## src/rtl/rgmii_idelay_tap_ctrl.sv

```systemverilog
// Loads and read-back-verifies IDELAYE2 tap values for the RGMII RX lanes.
// It waits for IDELAYCTRL ready, retries failed loads, and accepts runtime tap requests.
module rgmii_idelay_tap_ctrl #(
  parameter int num_lanes_p     = 5,
  parameter int tap_width_p     = 5,
  parameter int init_tap_p      = 0,
  parameter int settle_cycles_p = 4,
  parameter int max_retry_p     = 3
) (
  input  logic                               clk_i,
  input  logic                               reset_i,
  input  logic                               idelayctrl_rdy_i,
  input  logic                               tap_v_i,
  input  logic [tap_width_p-1:0]             tap_i,
  input  logic [num_lanes_p-1:0]             lane_mask_i,
  output logic                               tap_ready_o,
  output logic [num_lanes_p-1:0]             idelay_ld_o,
  output logic [tap_width_p-1:0]             idelay_cntvaluein_o,
  input  logic [num_lanes_p*tap_width_p-1:0] idelay_cntvalueout_i,
  output logic                               calibrated_o,
  output logic                               error_o,
  output logic [tap_width_p-1:0]             cur_tap_o
);

  localparam int settle_w_lp = (settle_cycles_p > 1) ? $clog2(settle_cycles_p) : 1;
  localparam int retry_w_lp  = (max_retry_p > 0) ? $clog2(max_retry_p + 1) : 1;

  localparam logic [settle_w_lp-1:0] settle_last_lp = settle_w_lp'(settle_cycles_p - 1);
  localparam logic [retry_w_lp-1:0]  retry_max_lp   = retry_w_lp'(max_retry_p);
  localparam logic [tap_width_p-1:0] init_tap_lp    = tap_width_p'(init_tap_p);

  typedef enum logic [2:0] {
    ST_WAIT_RDY,
    ST_LOAD,
    ST_SETTLE,
    ST_CHECK,
    ST_IDLE
  } state_e;

  state_e                   state;
  logic                     rdy_meta;
  logic                     rdy_s;
  logic [tap_width_p-1:0]   target;
  logic [num_lanes_p-1:0]   target_mask;
  logic [retry_w_lp-1:0]    retry;
  logic [settle_w_lp-1:0]   settle_cnt;
  logic                     mismatch;
  logic                     accept;

  // Two-flop synchronizer for the asynchronous IDELAYCTRL RDY.
  always_ff @(posedge clk_i) begin
    // NOTE: every clocked register uses non-blocking assignment so all flops
    // sample the pre-edge values and simulation matches the synthesized netlist.
    if (reset_i) begin
      rdy_meta <= 1'b0;
      rdy_s    <= 1'b0;
    end else begin
      rdy_meta <= idelayctrl_rdy_i;
      rdy_s    <= rdy_meta;
    end
  end

  // Readback compare; only consumed by the CHECK state, so no output sees it combinationally.
  always_comb begin
    // NOTE: default assignment first so no path through the loop leaves the
    // signal unassigned, which would otherwise infer a latch.
    mismatch = 1'b0;
    for (int i = 0; i < num_lanes_p; i++) begin
      if (target_mask[i] &&
          (idelay_cntvalueout_i[i*tap_width_p +: tap_width_p] != target)) begin
        mismatch = 1'b1;
      end
    end
  end

  assign tap_ready_o = (state == ST_IDLE) && rdy_s;
  assign accept      = tap_v_i && tap_ready_o;

  always_ff @(posedge clk_i) begin
    if (reset_i) begin
      state               <= ST_WAIT_RDY;
      target              <= init_tap_lp;
      target_mask         <= '1;
      retry               <= '0;
      settle_cnt          <= '0;
      idelay_ld_o         <= '0;
      idelay_cntvaluein_o <= '0;
      calibrated_o        <= 1'b0;
      error_o             <= 1'b0;
      cur_tap_o           <= '0;
    end else if (!rdy_s && (state != ST_WAIT_RDY)) begin
      // Ready lost: abandon whatever is in flight and reload the target on recovery.
      state        <= ST_WAIT_RDY;
      target_mask  <= '1;
      retry        <= '0;
      idelay_ld_o  <= '0;
      calibrated_o <= 1'b0;
    end else begin
      idelay_ld_o <= '0;
      unique case (state)
        ST_WAIT_RDY: begin
          if (rdy_s) begin
            state               <= ST_LOAD;
            idelay_ld_o         <= target_mask;
            idelay_cntvaluein_o <= target;
          end
        end

        ST_LOAD: begin
          state      <= ST_SETTLE;
          settle_cnt <= '0;
        end

        ST_SETTLE: begin
          if (settle_cnt == settle_last_lp) begin
            state <= ST_CHECK;
          end else begin
            settle_cnt <= settle_cnt + 1'b1;
          end
        end

        ST_CHECK: begin
          if (!mismatch) begin
            state        <= ST_IDLE;
            cur_tap_o    <= target;
            calibrated_o <= 1'b1;
            error_o      <= 1'b0;
            retry        <= '0;
          end else if (retry < retry_max_lp) begin
            state               <= ST_LOAD;
            retry               <= retry + 1'b1;
            idelay_ld_o         <= target_mask;
            idelay_cntvaluein_o <= target;
          end else begin
            state        <= ST_IDLE;
            error_o      <= 1'b1;
            calibrated_o <= 1'b0;
            retry        <= '0;
          end
        end

        ST_IDLE: begin
          // An empty lane mask completes the handshake without touching any lane.
          if (accept && (lane_mask_i != '0)) begin
            state               <= ST_LOAD;
            target              <= tap_i;
            target_mask         <= lane_mask_i;
            error_o             <= 1'b0;
            calibrated_o        <= 1'b0;
            idelay_ld_o         <= lane_mask_i;
            idelay_cntvaluein_o <= tap_i;
          end
        end

        default: state <= ST_WAIT_RDY;
      endcase
    end
  end

endmodule
```

## config.mk

```make
export PLATFORM = sky130hd
export DESIGN_NAME = rgmii_idelay_tap_ctrl
export DESIGN_NICKNAME = d
export VERILOG_FILES = /design/src/rtl/rgmii_idelay_tap_ctrl.sv
export SDC_FILE = /design/constraint.sdc
export NUM_CORES = 1
export LEC_CHECK = 0
export ABC_AREA = 1
export BUFFER_PORTS_ARGS = -buffer_cell sky130_fd_sc_hd__buf_4
export CORE_MARGIN = 2
export CORE_UTILIZATION = 52
export DETAILED_ROUTE_END_ITERATION = 7
export PLACE_DENSITY = 0.91
export SKIP_LAST_GASP = 1
export SLEW_MARGIN = 20
export SYNTH_ARGS = -nofsm -noshare
export SYNTH_HDL_FRONTEND = slang
export SYNTH_SLANG_ARGS = --single-unit
```

## constraint.sdc

```tcl
create_clock -name clk_i -period 2.2 [get_ports clk_i]
set_input_delay 0.22 -clock clk_i [delete_from_list [all_inputs] [get_ports clk_i]]
set_output_delay 0.22 -clock clk_i [all_outputs]
set_load 0.02 [all_outputs]
```

* Yosys cells after proc, flatten, opt, wreduce, memory -nomap -nowiden *
Index checks and enable logic that the tools add are counted.

cells by class
  divide/modulo/power cells = 0
  multiply operators = 0
  reductions and logical operators = 25
  eq/ne operators = 17
  bitwise logic cells = 2
  magnitude comparators = 1
  shifts and indexed selects = 0
  muxes and demuxes = 32
  add/subtract/negate cells = 2

operators by type and width
  kind                                                 number
  two-way mux 5 bit                                    8
  one-hot mux 5 bit (3 select lines)                   2
  != test 5 bit                                        5
  two-way mux 3 bit                                    5
  one-hot mux 3 bit (5 select lines)                   1
  AND reduction 3 bit                                  5
  two-way mux 1 bit                                    10
  != test 2 bit, second input constant                 5
  logical AND 1 bit                                    9
  equality test 3 x 2 -> 1 bit, second input constant  2
  two-way mux 2 bit                                    3
  AND reduction 6 bit                                  1
  nonzero test 3 bit                                   2
  nonzero test 5 bit                                   1
  adder 2 x 1 -> 2 bit, second input constant          2
  one-hot mux 1 bit (2 select lines)                   2
  one-hot mux 2 bit (2 select lines)                   1
  AND reduction 4 bit                                  1
  nonzero test 2 bit                                   2
  equality test 3 x 1 -> 1 bit, second input constant  1
  equality test 3 bit, second input constant           1
  logical NOT 3 bit                                    1
  != test 3 bit, second input constant                 1
  equality test 2 bit, second input constant           1
  other kinds (6)                                      7

storage, ports and cells
  input port bits = 39
  latch bits = 0
  bits in read-only memories = 0
  RAM bits = 0
  register bits after elaboration = 36
  output and inout port bits = 18
  word-level logic and storage cells = 91
  memories = 0

* Longest topological paths before layout *
Gate-level depths: netlist (run 1).

  depth in word-level cells = 9
  gate-level depth with buffers = 16

* Worst setup path before layout (run 1) *
OpenSTA, ideal clock, no wires.

  path type = register -> register
  start point = register state[0]
  end point = register idelay_cntvaluein_o[1]
  period minus slack after synthesis = 1.548 ns
  required time = 2.131 ns
  arrival = 1.479 ns
  setup slack = 0.652 ns
  stages on the path, launching flop included = 12
  library setup time = 0.069 ns
  cells stage by stage = dfxtp_1 > nor2_2 > nand2_2 > nor2_4 > nand3_4 > clkinv_4 > nor2_2 > nor2_8 > nand4_4 > clkinv_4 > nand2_1 > a21oi_2

between the ends
  longest elaborated chain between the ends = 6
  elaborated cells between the ends (all ways) = 16
  classes of those cells = eq/ne: 6; mux: 1; bitwise: 1; reduce/logical: 8

ends and longest elaborated chain
  item                              line  source
  start, declared                   40    state_e state;
  start signal, assigned            81    state <= ST_WAIT_RDY;
  start signal, assigned            93    state <= ST_WAIT_RDY;
  start signal, assigned            103   state <= ST_LOAD;
  equality test 3 bit               76    assign tap_ready_o = (state == ST_IDLE) && rdy_s;
  logical AND 1 bit                 76
  via tap_ready_o                   16    output logic tap_ready_o,
  logical AND 1 bit                 77    assign accept = tap_v_i && tap_ready_o;
  logical AND 1 bit                 144   if (accept && (lane_mask_i != '0)) begin
  != test 2 x 1 -> 1 bit (no line)  --
  AND reduction 6 bit (no line)     --
  end signal, assigned              105   idelay_cntvaluein_o <= target;
  end signal, assigned              133   idelay_cntvaluein_o <= target;
  end signal, assigned              151   idelay_cntvaluein_o <= tap_i;
  end, declared                     18    output logic [tap_width_p-1:0] idelay_cntvaluein_o,

The timed path passes the listed nets, and every way through them passes these cells.
A chain may end at the register's enable or synchronous reset.

* Worst setup path after layout (run 1) *
  start point = register target[4]
  end point = register error_o

between the ends
  longest elaborated chain between the ends = 9
  elaborated cells between the ends (all ways) = 19
  classes of those cells = eq/ne: 6; mux: 7; reduce/logical: 6

ends and longest elaborated chain
  item                                                                                        line  source
  start, declared                                                                             43    logic [tap_width_p-1:0] target;
  start signal, assigned                                                                      82    target <= init_tap_lp;
  start signal, assigned                                                                      146   target <= tap_i;
  != test 5 bit                                                                               70    (idelay_cntvalueout_i[i*tap_width_p +: tap_width_p] != target)) begin
  logical AND 1 bit                                                                           69    if (target_mask[i] &&
  two-way mux 1 bit (4 in series)                                                             69
  two-way mux 1 bit *                                                                         69
  != test 3 bit (no line) / two-way mux 1 bit (equally long branches)                         --
  AND reduction 4 bit (no line) / one-hot mux 1 bit (2 select lines) (equally long branches)  --
  end signal, assigned                                                                        89    error_o <= 1'b0;
  end signal, assigned                                                                        127   error_o <= 1'b0;
  end signal, assigned                                                                        136   error_o <= 1'b1;
  end, declared                                                                               21    output logic error_o,

Mark *: on every way between the ends. The rest lies on a longest branch, timed or not.

==> results of run 1 <==
-- critical path, delay by kind of cell (launching register included) --
family          cells  cell delay (ns)
simple gates       11             1.02
flops               1             0.52
compound gates      1             0.23
buf+inv             1             0.09
-- how the worst max path moves through the flow --
stage / startpoint / end / slack (ns) / depth (start not counted)
2_1_floorplan: state[0] / idelay_cntvaluein_o[1] / 0.65 / 11
3_3_place_gp: state[0] / idelay_cntvaluein_o[3] / 0.36 / 11
3_5_place_dp: target[4] / idelay_ld_o[4] / 0.34 / 15
4_1_cts: target[4] / error_o / 0.28 / 13
5_1_grt: target[2] / error_o / 0.12 / 13
6_report: target[4] / error_o / 0.24 / 13
-- Yosys cell counts --
cell type	count	area (sq um)
o211ai_1	1	7.510
o21ai_1	7	35.03
nand2_1	89	334.1
nor2_1	31	116.4
dfxtp_1	36	720.7
inv_1	37	138.9
ha_1	2	25.02
mux2_2	1	11.26
nand4_4	1	21.27
inv_2	4	15.01
o2111ai_1	2	17.52
buf_1	1	3.750
nor2_8	2	40.04
a31oi_1	1	6.260
buf_4	5	37.54
nor2_4	2	22.52
a21oi_2	5	43.79
clkinv_4	2	17.52
nand3_1	13	65.06
nand2_2	4	25.02
xnor2_1	5	43.79
inv_4	1	6.260
o21ai_0	7	35.03
nand2_4	1	11.26
nand4_1	1	6.260
buf_2	1	5.000
nand3b_4	1	20.02
or2_2	1	6.260
nor2_2	4	25.02
xor2_1	6	52.55
clkbuf_1	3	11.26
nand3_4	2	35.03
a21oi_1	19	95.09
o21bai_1	1	7.510
-- power by group through the flow --
stage | sequential [mW] | clock (mW) | combinational (mW)
final | 0.703 | 0.488 | 0.548
after global routing | 0.707 | 0.519 | 0.609
after CTS | 0.702 | 0.495 | 0.547
after detailed placement | 0.717 | 0 | 0.542
after global placement | 0.715 | 0 | 0.536
after floorplan | 0.728 | 0 | 0.381
-- layer usage --
metal	routed length, um	share of wire, %	vias up	track usage, %
met5	0	0	-	0
met4	140	2.9	0	11.22
met3	333	6.8	17	8.108
met2	2286	47	56	41.46
met1	2108	43	898	27.56
li1	-	-	1033	-
-- flip-flops by register name, summed over array words and instances, names as in the netlist --
name,count
idelay_cntvaluein_o,5
target_mask,5
calibrated_o,1
retry,2
error_o,1
idelay_ld_o,5
rdy_s,1
target,5
settle_cnt,2
cur_tap_o,5
rdy_meta,1
state,3
-- cells by family (layout without fill, tap and decap cells) --
logic type,Yosys count,after routing,synth area share (%)
flops,36,36,34.91
mux,1,1,0.5454
simple gates,152,152,35.27
buf+inv,54,109,11.39
xor+xnor,11,11,4.667
compound gates,43,43,12.00
fa+ha+maj,2,2,1.212
-- cell type report --
| cell class | count | area, sq um |
|---|---|---|
| Clock buffer | 7 | 86.33 |
| Clock inverter | 1 | 7.507 |
| Fill cell | 333 | 1155 |
| Inverter | 44 | 177.7 |
| Multi-Input combinational cell | 209 | 1109 |
| Sequential cell | 36 | 720.7 |
| Tap cell | 48 | 60.06 |
| Timing Repair Buffer | 57 | 427.9 |
-- stage by stage --
stage / instance area (sq um) / util [%] / hold slack (ns) / std cells / total power [mW]
6_report: 2589 / 69.15 / 0.1327 / 402 / 1.738
4_1_cts: 2589 / 69.15 / 0.1377 / 402 / 1.745
5_1_grt: 2589 / 69.15 / 0.1326 / 402 / 1.835
3_3_place_gp: 2495 / 66.64 / 0.3950 / 394 / 1.251
3_5_place_dp: 2495 / 66.64 / 0.4007 / 394 / 1.259
2_1_floorplan: 2064 / - / 0.3270 / 299 / 1.108
==> reports/metrics.cfg, run 1 <==
[die]
die_w_um=67.01
coreArea_sq_um=3744
die_y_um=67.01
start_util_pct=55.15
die-area_sq_um=4490
placementRows=22
ios=57

[power]
swShare_pct=33.82
seq_power_share_pct=40.4
combPwrFrac_pct=31.5
leakage_nw=1.385
intPower_mw=1.150
p_clk_share_pct=28.1
ir_worst_vdd_uv=587.4
switching_power_mw=0.5878
power_density_nw_per_um2=671.4

[sta]
tightest_slew_ns=0.3624
setup_viol=0
rsz0062_at_grt=no
finalClockSkew_ns=0.005328
final_hold_viol_count=0
layout_min_cycle_time_ns=1.963
slew_violations=0
period_share_pct=89.24
setup_ws_ns=0.2366
timing.fmax_ghz=0.5093
max_slew_margin_pct=75.80
setup_tns_ns=0

[drt]
via_per_inst=4.985
wire_per_inst_um=12.11
wirelength_um=4868
drc=0
drtPass1Iterations=4
via_count=2004
drtAntennaViolNets=0
drtIter0Drc=134

[layout]
mostFrequentLayoutCells=nand2_1 (89), buf_4 (57), inv_1 (37)
drive_above_1_share_pct=26.84
mostFrequentLayoutCell=nand2_1
antenna_cells=0
syn_to_final_growth_pct=25.39
nNetsFinal=394

[critical_path]
cpMostUsedCell=nand2_1
required_ns=2.39
startpoint_type=register
r2r-end=error_o
endpoint_kind=register
reg2reg_depth=13
crit_chain=inv_4, nand2_1, nand2_1, nor2_1, nand3_1, nand2_1, nand2_2, o21bai_1, nand2_1, nand2_1, nand3_1, nand2_1, nor2_1
reg2reg_from=target[4]
rrSetupSlack_ns=0.24
cpPeakStageDelay_ns=0.52
crit_slowest_cell=dfxtp_1
crit_type=reg -> reg
critPathArrivalTime_ns=2.15
worstPathMaxFanout=7

[worst_hold_path]
min_delay_path_depth=3
holdPathEnd=rdy_meta
hp-start=idelayctrl_rdy_i
min_path_type=in -> reg

[yosys]
synth_seq_cells=36
yosys_warnings=0
synthCells=299
synth_area_per_cell_sq_um=6.905
ys_seq_area_share_pct=34.91
ys_types=34
synthesis.area_sq_um=2064
synth_fp_nets=340

[clocking]
h-tree-depth=2
cts-root-buf=clkbuf_8
clk_latency_ns=0.29
cts_num_sinks=36
cts_tree=yes
numCtsBuffers=5
clk_pin_slew_worst_paths_ns=0.07
cts_setup_buffers=0
clock_path_buffers=2
cts_hold_buf=0
cts.repair.resized=0

[place]
post-place-ws_ns=0.3371
place_hpwl_um=3767
portBuffers=56
gp_congestion=0.8315

[grt]
grt_max_degree=18
grt_pass1_wl_um=8252
track_usage_pct=24.49
grt.overflow.total=0
first_global_vias=1973
antenna_found_initial=0

[run]
cap_viol_max_count=0

[outcome]
status=finished clean

Note: power is estimated with default switching activity, not from simulation.
==> run 2, diff against run 1 <==
- CORE_MARGIN: 2 -> 4
==> run 2 against run 1 <==
  * Count of clock-buffer cells in the layout down 2
  * Total power down 1.7%
  * Global-route usage down 4.7 points
  * Die area up 12%
  * Clock power down 4.7%
  * Maximum frequency up 4.2%
  * Sequential cell count unchanged
  * Utilization down 0.17 points
  * Register-to-register slack better by 0.08 ns
  * Via count down 1.3%
  * Setup slack better by 0.079 ns
  * Final area down 0.24%
  * Largest power group unchanged
==> reports/metrics.cfg, run 2 (synthesis gave the netlist of run 1 again) <==
[critical_path]
worstPathMaxFanout=17
critPathArrivalTime_ns=2.11
rrSetupSlack_ns=0.32
startpoint_type=register
reg2reg_depth=11
required_ns=2.43
reg2reg_from=state[0]
crit_type=reg -> reg
endpoint_kind=register
r2r-end=idelay_cntvaluein_o[2]

[die]
die-area_sq_um=5042
die_w_um=71.01
die_y_um=71.01
placementRows=22
ios=57
coreArea_sq_um=3744
start_util_pct=55.15

[layout]
utilization_pct=68.98
seqCellArea_sq_um=720.7
fill_cells=328
nNetsFinal=394
antenna_cells=0
syn_to_final_growth_pct=25.09
mostFrequentLayoutCell=nand2_1
multi_input_area_sq_um=1109
drive_above_1_share_pct=27.12
mostFrequentLayoutCells=nand2_1 (89), buf_4 (57), inv_1 (37)

[drt]
drc=0
wirelength_um=4833
via_per_inst=4.918
drtIter0Drc=180
drtAntennaViolNets=0
wire_per_inst_um=12.02
drtPass1Iterations=4
via_count=1977

[worst_hold_path]
holdPathEnd=rdy_meta
min_path_type=in -> reg
min_delay_path_depth=3
hp-start=idelayctrl_rdy_i

[place]
place_hpwl_um=3796
gp_congestion=0.8445
portBuffers=56
post-place-ws_ns=0.3486

[sta]
layout_min_cycle_time_ns=1.885
max_slew_margin_pct=74.67
rsz0062_at_grt=no
timing.fmax_ghz=0.5306
setup_viol=0
setup_ws_ns=0.3152
finalClockSkew_ns=0.004683
worst_hold_slack_ns=0.1338
tightest_slew_ns=0.3795
slew_violations=0
period_share_pct=85.67
final_hold_viol_count=0
setup_tns_ns=0

[outcome]
status=finished clean

[grt]
first_global_vias=1786
track_usage_pct=19.80
grt_max_degree=18
antenna_found_initial=0
grt.overflow.total=0
grt_pass1_wl_um=7997

[power]
switching_power_mw=0.5921
p_clk_share_pct=27.2
leakage_nw=1.388
swShare_pct=34.65
power_density_nw_per_um2=661.6
combPwrFrac_pct=31.6
ir_worst_vdd_uv=622.1
power.total_mw=1.709
seq_power_share_pct=41.2
intPower_mw=1.117

[clocking]
numCtsBuffers=5
cts-root-buf=clkbuf_8
clk_latency_ns=0.29
h-tree-depth=2
cts_hold_buf=0
cts_tree=yes
clk_pin_slew_worst_paths_ns=0.07
cts_setup_buffers=0
cts.repair.resized=0
cts_num_sinks=36
clock_path_buffers=2

[run]
cap_viol_max_count=0

## run 2: cell count changes in the layout (fill, tap and decap cells not counted)
cell        before  now
clkbuf_8         6    5
clkinv_4         2    3
clkinvlp_4       1    0
clkbuf_1         1    0
clkinv_2         0    2
## run 2: worst max path at each step
stage                              to  slack [ns]     start
2_1_floorplan  idelay_cntvaluein_o[1]        0.65  state[0]
3_3_place_gp   idelay_cntvaluein_o[3]        0.35  state[0]
3_5_place_dp   idelay_cntvaluein_o[1]        0.35  state[0]
4_1_cts        idelay_cntvaluein_o[2]        0.31  state[0]
5_1_grt        idelay_cntvaluein_o[3]        0.11  state[0]
6_report       idelay_cntvaluein_o[2]        0.32  state[0]
## run 2: layer usage
layer / global-route usage (%) / routed length [um] / up-vias
li1: - / - / 1037
met1: 24.57 / 2033 / 856
met2: 32.34 / 2302 / 73
met3: 5.682 / 398 / 11
met4: 7.724 / 98 / 0
met5: 0 / 0 / -
## run 2: worst max-delay path, cell delays in order (launching register included)
cell and delay (ns):
dfxtp_1 0.34, nor2_2 0.16, nand2_2 0.20, nor2_4 0.18, nand3_4 0.20, clkinv_4 0.13
nor2_2 0.07, nor2_8 0.12, nand4_4 0.16, clkinv_4 0.10, nand2_1 0.06, a21oi_2 0.11
## run 2: final cells by class
class	instances	share of cell area (%)
Timing Repair Buffer	57	16.57
Tap cell	48	2.326
Sequential cell	36	27.91
Inverter	44	6.880
Multi-Input combinational cell	209	42.93
Clock buffer	5	2.665
Clock inverter	3	0.7267
## run 2: power groups by stage
| stage | combinational [mW] | sequential [mW] | clock (mW) |
|---|---|---|---|
| final | 0.540 | 0.703 | 0.465 |
| after global routing | 0.606 | 0.705 | 0.499 |
| after CTS | 0.543 | 0.703 | 0.472 |
| after detailed placement | 0.540 | 0.718 | 0 |
| after global placement | 0.536 | 0.716 | 0 |
| after floorplan | 0.381 | 0.728 | 0 |
## run 2: per-stage QoR
| step | cells | instance area [sq um] |
|---|---|---|
| after global routing | 402 | 2582 |
| after global placement | 394 | 2495 |
| after CTS | 402 | 2582 |
| after floorplan | 299 | 2064 |
| after detailed placement | 394 | 2495 |
| final | 402 | 2582 |
